===== src/rtl/csa_pkg.sv =====
// -----------------------------------------------------------------------------
// csa_pkg
//   Shared definitions for the carry-save accumulator sequencer:
//   - state_t      : FSM state encoding (IDLE/ACCUM/RESOLVE/DONE)
//   - DEF_*        : default parameter values of the block
//   - NCHUNK_DEF   : resolve chunk count for the default AW/RW
//   - chunk_count(): resolve chunk count for any AW/RW pair
//   - sat_inc()    : increment that saturates at the all-ones value of a
//                    given width
// -----------------------------------------------------------------------------
package csa_pkg;

  typedef enum logic [1:0] {
    IDLE    = 2'd0,
    ACCUM   = 2'd1,
    RESOLVE = 2'd2,
    DONE    = 2'd3
  } state_t;

  localparam int unsigned DEF_DW = 32;
  localparam int unsigned DEF_AW = 40;
  localparam int unsigned DEF_RW = 8;
  localparam int unsigned DEF_CW = 16;

  localparam int unsigned NCHUNK_DEF = DEF_AW / DEF_RW;

  // Number of RW-bit chunks the resolve phase walks through.
  function automatic int unsigned chunk_count(input int unsigned aw,
                                              input int unsigned rw);
    return aw / rw;
  endfunction

  // v + 1, clamped at 2^w - 1. Valid for 1 <= w <= 63; callers cast the
  // result back to their own counter width.
  function automatic logic [63:0] sat_inc(input logic [63:0]   v,
                                          input int unsigned   w);
    logic [63:0] max_val;
    max_val = (64'd1 << w) - 64'd1;
    return (v >= max_val) ? max_val : v + 64'd1;
  endfunction

endpackage : csa_pkg


===== src/rtl/csa32.sv =====
// -----------------------------------------------------------------------------
// csa32
//   Bitwise 3:2 carry-save compressor. Reduces three DW-bit addends to a
//   sum vector and a carry vector such that x + y + z == sum + (carry << 1).
//   The shift of the carry vector is left to the caller, which decides what
//   happens to the carry leaving the top bit.
//
// Ports
//   x, y, z  in   DW  addends
//   sum      out  DW  bitwise XOR of the addends
//   carry    out  DW  bitwise majority of the addends (unshifted)
// -----------------------------------------------------------------------------
module csa32 #(
  parameter int unsigned DW = 32
) (
  input  logic [DW-1:0] x,
  input  logic [DW-1:0] y,
  input  logic [DW-1:0] z,
  output logic [DW-1:0] sum,
  output logic [DW-1:0] carry
);

  assign sum   = x ^ y ^ z;
  assign carry = (x & y) | (x & z) | (y & z);

endmodule : csa32


===== src/rtl/csa_accum_ctrl.sv =====
// -----------------------------------------------------------------------------
// csa_accum_ctrl
//   Sums a packet of DW-bit operands modulo 2^AW without carry propagation in
//   the accumulate path. Each accepted beat is folded into a running
//   sum/carry pair through a 3:2 compressor. After the last beat the pair is
//   resolved by a chunked ripple add (RW bits per cycle, LSB chunk first) and
//   the total is presented on a valid/ready output together with the beat
//   count (saturating at 2^CW-1). AW must be a multiple of RW.
//
// Parameters
//   DW  operand width (zero-extended to AW)
//   AW  accumulator / result width
//   RW  resolve chunk width
//   CW  beat counter width
//
// Ports
//   clk        in   1   clock, rising edge
//   nreset     in   1   synchronous active-low reset
//   in_valid   in   1   operand beat valid
//   in_data    in   DW  operand
//   in_last    in   1   last beat of the packet
//   in_ready   out  1   a beat is accepted this cycle when in_valid is high
//   out_valid  out  1   result valid
//   out_data   out  AW  packet sum mod 2^AW
//   out_count  out  CW  packet beat count, saturating
//   out_ready  in   1   consumer takes the result
//
// Timing
//   The edge that accepts the last beat moves the FSM to RESOLVE. Chunks are
//   resolved on the following AW/RW edges, the FSM then enters DONE and the
//   output registers load on the next edge, so out_valid rises AW/RW+1 edges
//   after the last accept.
// -----------------------------------------------------------------------------
module csa_accum_ctrl
  import csa_pkg::*;
#(
  parameter int unsigned DW = DEF_DW,
  parameter int unsigned AW = DEF_AW,
  parameter int unsigned RW = DEF_RW,
  parameter int unsigned CW = DEF_CW
) (
  input  logic          clk,
  input  logic          nreset,
  input  logic          in_valid,
  input  logic [DW-1:0] in_data,
  input  logic          in_last,
  output logic          in_ready,
  output logic          out_valid,
  output logic [AW-1:0] out_data,
  output logic [CW-1:0] out_count,
  input  logic          out_ready
);

  localparam int unsigned NCHUNK = chunk_count(AW, RW);
  localparam int unsigned KW     = (NCHUNK > 1) ? $clog2(NCHUNK) : 1;
  localparam int unsigned BW     = (AW > 1) ? $clog2(AW) : 1;
  localparam logic [KW-1:0] LAST_CHUNK = KW'(NCHUNK - 1);

  state_t        state;
  logic [AW-1:0] s_q;        // running sum vector
  logic [AW-1:0] c_q;        // running carry vector, already shifted
  logic [CW-1:0] cnt;        // beats accepted in this packet
  logic          cin;        // carry between resolve chunks
  logic [KW-1:0] chunk;      // chunk being resolved

  logic          accept;
  logic [AW-1:0] operand;
  logic [AW-1:0] csa_sum;
  logic [AW-1:0] csa_carry;
  logic [BW-1:0] base;
  logic [RW:0]   chunk_sum;

  // ---------------------------------------------------------------------------
  // Input handshake. in_ready follows nreset directly so that no beat is
  // taken while reset is asserted, whatever state the FSM was left in.
  // ---------------------------------------------------------------------------
  assign in_ready = nreset & ((state == IDLE) | (state == ACCUM));
  assign accept   = in_valid & in_ready;
  assign operand  = AW'(in_data);

  csa32 #(
    .DW (AW)
  ) u_csa (
    .x     (s_q),
    .y     (c_q),
    .z     (operand),
    .sum   (csa_sum),
    .carry (csa_carry)
  );

  // ---------------------------------------------------------------------------
  // One RW-bit slice of the carry-propagate add.
  // ---------------------------------------------------------------------------
  // NOTE: every signal assigned in always_comb receives a value on every path
  // (here unconditionally) so that no latch is inferred.
  always_comb begin
    base      = BW'(chunk) * BW'(RW);
    chunk_sum = {1'b0, s_q[base +: RW]} + {1'b0, c_q[base +: RW]}
              + {{RW{1'b0}}, cin};
  end

  // ---------------------------------------------------------------------------
  // Sequencer, datapath state and registered outputs.
  // ---------------------------------------------------------------------------
  // NOTE: state is updated with non-blocking assignments only, so every
  // right-hand side below reads the value from before this edge.
  always_ff @(posedge clk) begin
    if (!nreset) begin
      state     <= IDLE;
      s_q       <= '0;
      c_q       <= '0;
      cnt       <= '0;
      cin       <= 1'b0;
      chunk     <= '0;
      out_valid <= 1'b0;
      out_data  <= '0;
      out_count <= '0;
    end else begin
      case (state)
        IDLE, ACCUM: begin
          if (accept) begin
            s_q <= csa_sum;
            // The carry vector weighs twice the sum vector; the carry out of
            // bit AW-1 falls off, which is exactly the mod 2^AW wrap.
            c_q <= {csa_carry[AW-2:0], 1'b0};
            cnt <= CW'(sat_inc(64'(cnt), CW));
            if (in_last) begin
              state <= RESOLVE;
              cin   <= 1'b0;
              chunk <= '0;
            end else begin
              state <= ACCUM;
            end
          end
        end

        RESOLVE: begin
          // c_q chunks are left as they are; they are cleared on the way
          // back to IDLE.
          s_q[base +: RW] <= chunk_sum[RW-1:0];
          cin             <= chunk_sum[RW];
          if (chunk == LAST_CHUNK) begin
            state <= DONE;
          end else begin
            chunk <= chunk + KW'(1);
          end
        end

        DONE: begin
          if (!out_valid) begin
            // First DONE cycle: capture the resolved sum. The output
            // registers then hold until the consumer takes them.
            out_valid <= 1'b1;
            out_data  <= s_q;
            out_count <= cnt;
          end else if (out_ready) begin
            out_valid <= 1'b0;
            state     <= IDLE;
            s_q       <= '0;
            c_q       <= '0;
            cnt       <= '0;
          end
        end

        default: state <= IDLE;
      endcase
    end
  end

endmodule : csa_accum_ctrl


===== config.mk =====
export PLATFORM = sky130hd
export DESIGN_NAME = csa_accum_ctrl
export DESIGN_NICKNAME = d
export VERILOG_FILES = /design/src/rtl/csa_pkg.sv /design/src/rtl/csa32.sv /design/src/rtl/csa_accum_ctrl.sv
export SDC_FILE = /design/constraint.sdc
export NUM_CORES = 1
export LEC_CHECK = 0
export BUFFER_PORTS_ARGS = -buffer_cell sky130_fd_sc_hd__buf_2
export CAP_MARGIN = 25
export CORE_ASPECT_RATIO = 1.4
export CORE_UTILIZATION = 30
export DETAILED_ROUTE_END_ITERATION = 10
export GPL_ROUTABILITY_DRIVEN = 1
export SLEW_MARGIN = 40
export SYNTH_ARGS = -nofsm -noshare
export SYNTH_HDL_FRONTEND = slang
export SYNTH_SLANG_ARGS = --single-unit

===== constraint.sdc =====
create_clock -name clk -period 4.1 [get_ports clk]
set_input_delay 0.82 -clock clk [delete_from_list [all_inputs] [get_ports clk]]
set_output_delay 0.82 -clock clk [all_outputs]
set_load 0.01 [all_outputs]

Yosys cells after proc, flatten, opt, wreduce, memory -nomap -nowiden
Index checks and enable logic that the tools add are counted.
- output and inout bits: 58
- logic and storage cells: 77
- register bits after elaboration: 159
- equality and inequality tests: 10
- multiplexer cells: 27
- reduce and logical (&&, ||, !) cells: 10
- bitwise operators: 11
- $lt $le $gt $ge: 1
- add/subtract/negate cells: 5
- shift-type cells: 4
- operators with widths (kind ; count):
    $mux W40 ; 4
    $pmux W40 S3 ; 1
    $pmux W40 S2 ; 1
    $shiftx A40 B7 Y8 ; 2
    $and A39 B32 Y39 ; 2
    $or A39 B39 Y39 ; 2
    $mux W16 ; 4
    $bwmux W40 ; 1
    $shift A8 B8 Y40 const A ; 1
    $shiftx A8 B8 Y40 ; 1
    $xor A40 B32 Y40 ; 1
    $xor A40 B40 Y40 ; 1
    $and A39 B39 Y39 ; 1
    $pmux W16 S2 ; 1
    $add A16 B1 Y16 const B ; 1
    $ge A16 B16 Y1 const B ; 1
    $ne A2 B2 Y1 const B ; 6
    $reduce_and A4 Y1 ; 3
    $mux W2 ; 5
    $add A8 B8 Y9 ; 1
    $add A9 B1 Y9 ; 1
    $mux W3 ; 3
    $neg A6 Y8 ; 1
    $pmux W2 S3 ; 1
    15 further kinds ; 22

Depth between registers and ports, before layout
- depth after elaboration: 6
- depth in mapped cells: 14

Hierarchy
Synthesis repeated with hierarchy kept, for this count alone.
- cells, all modules: 881
- area, all modules: 8159.1 sq um
- modules (own cells, without submodules) (module ; cells each ; area an instance (sq um) ; instances):
    csa_accum_ctrl ; 841 ; 7358.3 ; 1
    csa32 ; 40 ; 800.8 ; 1

Worst setup path before layout
OpenSTA, ideal clock, no wires.
- path type: register to register
- start: reg chunk[0]
- end: reg s_q[22]
- path buffers: 2
- cell stages (with the launch flop): 13
- data arrival time: 3438 ps
- setup slack: 567 ps
- cell sequence: dfxtp_1 buf_2 clkbuf_1 mux4_2 a22o_1 fa_1 inv_1 fa_1 nor2b_1 o31ai_1 a21oi_1 or3_1 a221oi_1
- cells in the longest elaborated chain, start to end: 6
- RTL lines (element ; line ; source):
    from (decl) ; csa_accum_ctrl.sv:64 ; logic [KW-1:0] chunk;
    from (signal assigned) ; csa_accum_ctrl.sv:145 ; chunk <= chunk + KW'(1);
    $shiftx A40 B7 Y8 ; csa_accum_ctrl.sv:98 ; chunk_sum = {1'b0, s_q[base +: RW]} + {1'b0, c_q[base +: RW]}
    $add A8 B8 Y9 ; csa_accum_ctrl.sv:98 ;
    $add A9 B1 Y9 ; csa_accum_ctrl.sv:99 ; + {{RW{1'b0}}, cin};
    $shiftx A8 B8 Y40 ; csa_accum_ctrl.sv:140 ; s_q[base +: RW] <= chunk_sum[RW-1:0];
    $bwmux W40 * ; csa_accum_ctrl.sv:140 ;
    $pmux W40 S3 * ; csa_accum_ctrl.sv:119 ; case (state)
    to (signal assigned) ; csa_accum_ctrl.sv:122 ; s_q <= csa_sum;
    to (signal, indexed assignment) ; csa_accum_ctrl.sv:140 ;
    to (decl) ; csa_accum_ctrl.sv:60 ; logic [AW-1:0] s_q;
Every way passes the cells marked *; elsewhere a longest branch is shown, timed or not.
A chain may end at the register's enable or synchronous reset.

Worst setup path after layout
- start: reg chunk[0]
- end: reg s_q[29]
Same word-level chain as after synthesis.

==> results.toml <==
[critical_path]
worstPathArrival_ns = 4.11
crit_family = "compound AO/OA/AOI/OAI gates"
critPathBufInv = 1
path_common_cell = "a221oi_1"
cp_max_fo = 17
cpPeakStageDelay_ns = 0.64
crit_path_cell_trace = "buf_4 > mux4_2 > a22o_1 > ha_1 > and2_1 > a221oi_1 > a21boi_0 > or3_1 > a221oi_1"
setup.worst_path.class = "register to register"
cp_slowest_cell = "dfxtp_1"
critPathCaptureType = "register"
required_ns = 4.45
startpoint_type = "register"

[power]
cellPowerDensity_mw_per_mm2 = 376
ir_worst_vdd_mv = 0.212
p_leak_uw = 0.00371

[timing]
drv_slew = 0
tns_ns = 0
fin_crit_sh = 0.918
layout_min_cycle_time_ns = 3.76
setup_viol = 0
tightest_slew_ns = 0.786
whs_ns = 0.448
rsz0062_at_grt = "no"
maxSlewHeadroom = 0.476
hold_viol = 0
finClkSkew_ns = 0.00867
max_freq_mhz = 266

[synth]
synth-main-ff-cell = "dfxtp_1"
synth_nets = 1098
synthArstFlopShare = 0
ys_warn_count = 0
syn_area_mm2 = 0.00839
ys_ff_latch = 158
netlist.top_cell.by_area = "dfxtp_1"
synth.area.top_cells = "dfxtp_1, fa_1, a21oi_1, nand2_1, nor2_1"
synth.distinct_cells = 64
syn_area_per_cell_um2 = 8.35
synth_edf_count = 0
syn_inst = 1005
ys_seq_area_frac = 0.377
yosysTopAreaCellShare = 0.377

[clock_network]
cts_sinks = 158
cts_resized = 0
clockRootBuffer = "clkbuf_16"
cts.path.max_buffers = 2
cts_tree = "done"
clk_pin_slew_ns = 0.07
numCtsBuffers = 17
hold_buffers = 0
htreeDepth = 4
clk_latency_ns = 0.44
post_cts_buffers = 0

[detailed_routing]
drtIter0Drc = 588
drt-pass1-iter-count = 5
ant_nets = 0
drc = 0
num_vias = 7552
vias_per_cell = 5.17
wl_um = 26500
wl_per_cell_um = 18.1

[global_route]
grt_max_degree = 62
grt_pass1_wl_um = 40700
grt_pass1_vias = 7224
overflow = 0
grt.total_usage = 0.191
antenna_found_initial = 0

[die]
io_pins = 95
die_y_um = 200
core_area_mm2 = 0.0276
die_w_um = 143
rows = 72
dieArea_mm2 = 0.0287
start_util = 0.304

[status]
status = "finished clean"

[final_layout]
fin_area_mm2 = 0.00980
area_delta_synth_final_pct = 16.8
finish.net_count = 1170
n_antenna_cell = 0
utilization = 0.356
layout-drive-gt1-share = 0.172

[run]
drv_cap = 0

[placed_design]
place_area_mm2 = 0.00922
io_buffers = 94
place.gp.congestion = 0.942
dp_hpwl_um = 20000

[worst_hold_path]
min_path_type = "register to register"
## through the flow
stage | worst slack [ns] | power [uW] | std cells
after floorplan | 0.567 | 1960 | 1005
after global placement | 0.461 | 2110 | 1428
after detailed placement | 0.354 | 2120 | 1428
after CTS | 0.342 | 3710 | 1460
after global routing | 0.127 | 3840 | 1460
final | 0.337 | 3690 | 1460
## routing by layer
| metal | vias to the layer above | wire length, um | track usage |
|---|---|---|---|
| li1 | 3584 | - | - |
| met1 | 3637 | 10400 | 0.218 |
| met2 | 255 | 13400 | 0.335 |
| met3 | 76 | 1150 | 0.0310 |
| met4 | 0 | 1510 | 0.112 |
| met5 | - | 0 | 0 |
## final timing paths
| path | slack [ns] | from | end | cells past startpoint |
|---|---|---|---|---|
| max | 0.34 | chunk[0]$_SDFFE_PN0P_ | s_q[29]$_SDFFE_PN0P_ | 9 |
| min | 0.45 | out_count[11]$_SDFFE_PN0P_ | out_count[11]$_SDFFE_PN0P_ | 2 |
| max reg2reg | 0.34 | chunk[0]$_SDFFE_PN0P_ | s_q[29]$_SDFFE_PN0P_ | 9 |
| min reg2reg | 0.45 | out_count[11]$_SDFFE_PN0P_ | out_count[11]$_SDFFE_PN0P_ | 2 |
## power by group
group          switching (uW)  internal (uW)
logic                     272            162
clock network             698            905
registers                73.3           1580
total                    1040           2650
## layout by cell type (no fill, tap or decap), drive strengths merged, types with 5 or more instances in the layout
master and count:
clkinv 5, clkbuf 17, a211oi 6, nand2b 12, o22ai 15, o21a 6
dfxtp 158, nand3 10, nor2b 8, a22oi 15, and2 5, a221oi 8
nand4 6, buf 114, a22o 24, fa 33, nor3 12, o21ai 29
a31oi 5, nand2 141, mux4 15, or2 6, inv 109, or3 9
ha 23, o221a 6, nor2 106, a21oi 126
## synthesized netlist by cell type (23+ instances only)
cell type / number
dfxtp_1: 158
nand2_1: 140
a21oi_1: 126
nor2_1: 106
inv_1: 104
clkbuf_1: 43
fa_1: 33
o21ai_0: 28
a22o_1: 24
ha_1: 23
## final cells by class
cell class / count / area [um2]
Clock buffer: 17 / 425
Clock inverter: 15 / 161
Fill cell: 2969 / 17800
Inverter: 104 / 393
Multi-Input combinational cell: 682 / 4580
Sequential cell: 158 / 3160
Tap cell: 370 / 463
Timing Repair Buffer: 114 / 621
## cells by family (layout without fill, tap and decap cells)
family | count (synthesis) | after routing | share of synthesized area
XOR/XNOR | 3 | 3 | 0.00313
AND/OR/NAND/NOR | 329 | 329 | 0.172
adder cells (fa/ha/maj) | 56 | 56 | 0.113
flip-flops | 158 | 158 | 0.377
buffers and inverters | 165 | 250 | 0.0793
AO/OA/AOI/OAI | 275 | 275 | 0.211
multiplexers | 19 | 19 | 0.0452
## state kept, by name (all words and copies together), names as in the netlist
name       cells
out_data      40
s_q           40
c_q           39
cnt           16
out_count     16
chunk          3
state          2
cin            1
out_valid      1
## worst register-to-register path: stages, from the launching register on
cell and delay (ns):
dfxtp_1 0.64, buf_4 0.35, mux4_2 0.55, a22o_1 0.20
ha_1 0.33, and2_1 0.21, a221oi_1 0.38, a21boi_0 0.33
or3_1 0.44, a221oi_1 0.25
Note: power is estimated with default switching activity, not from simulation.
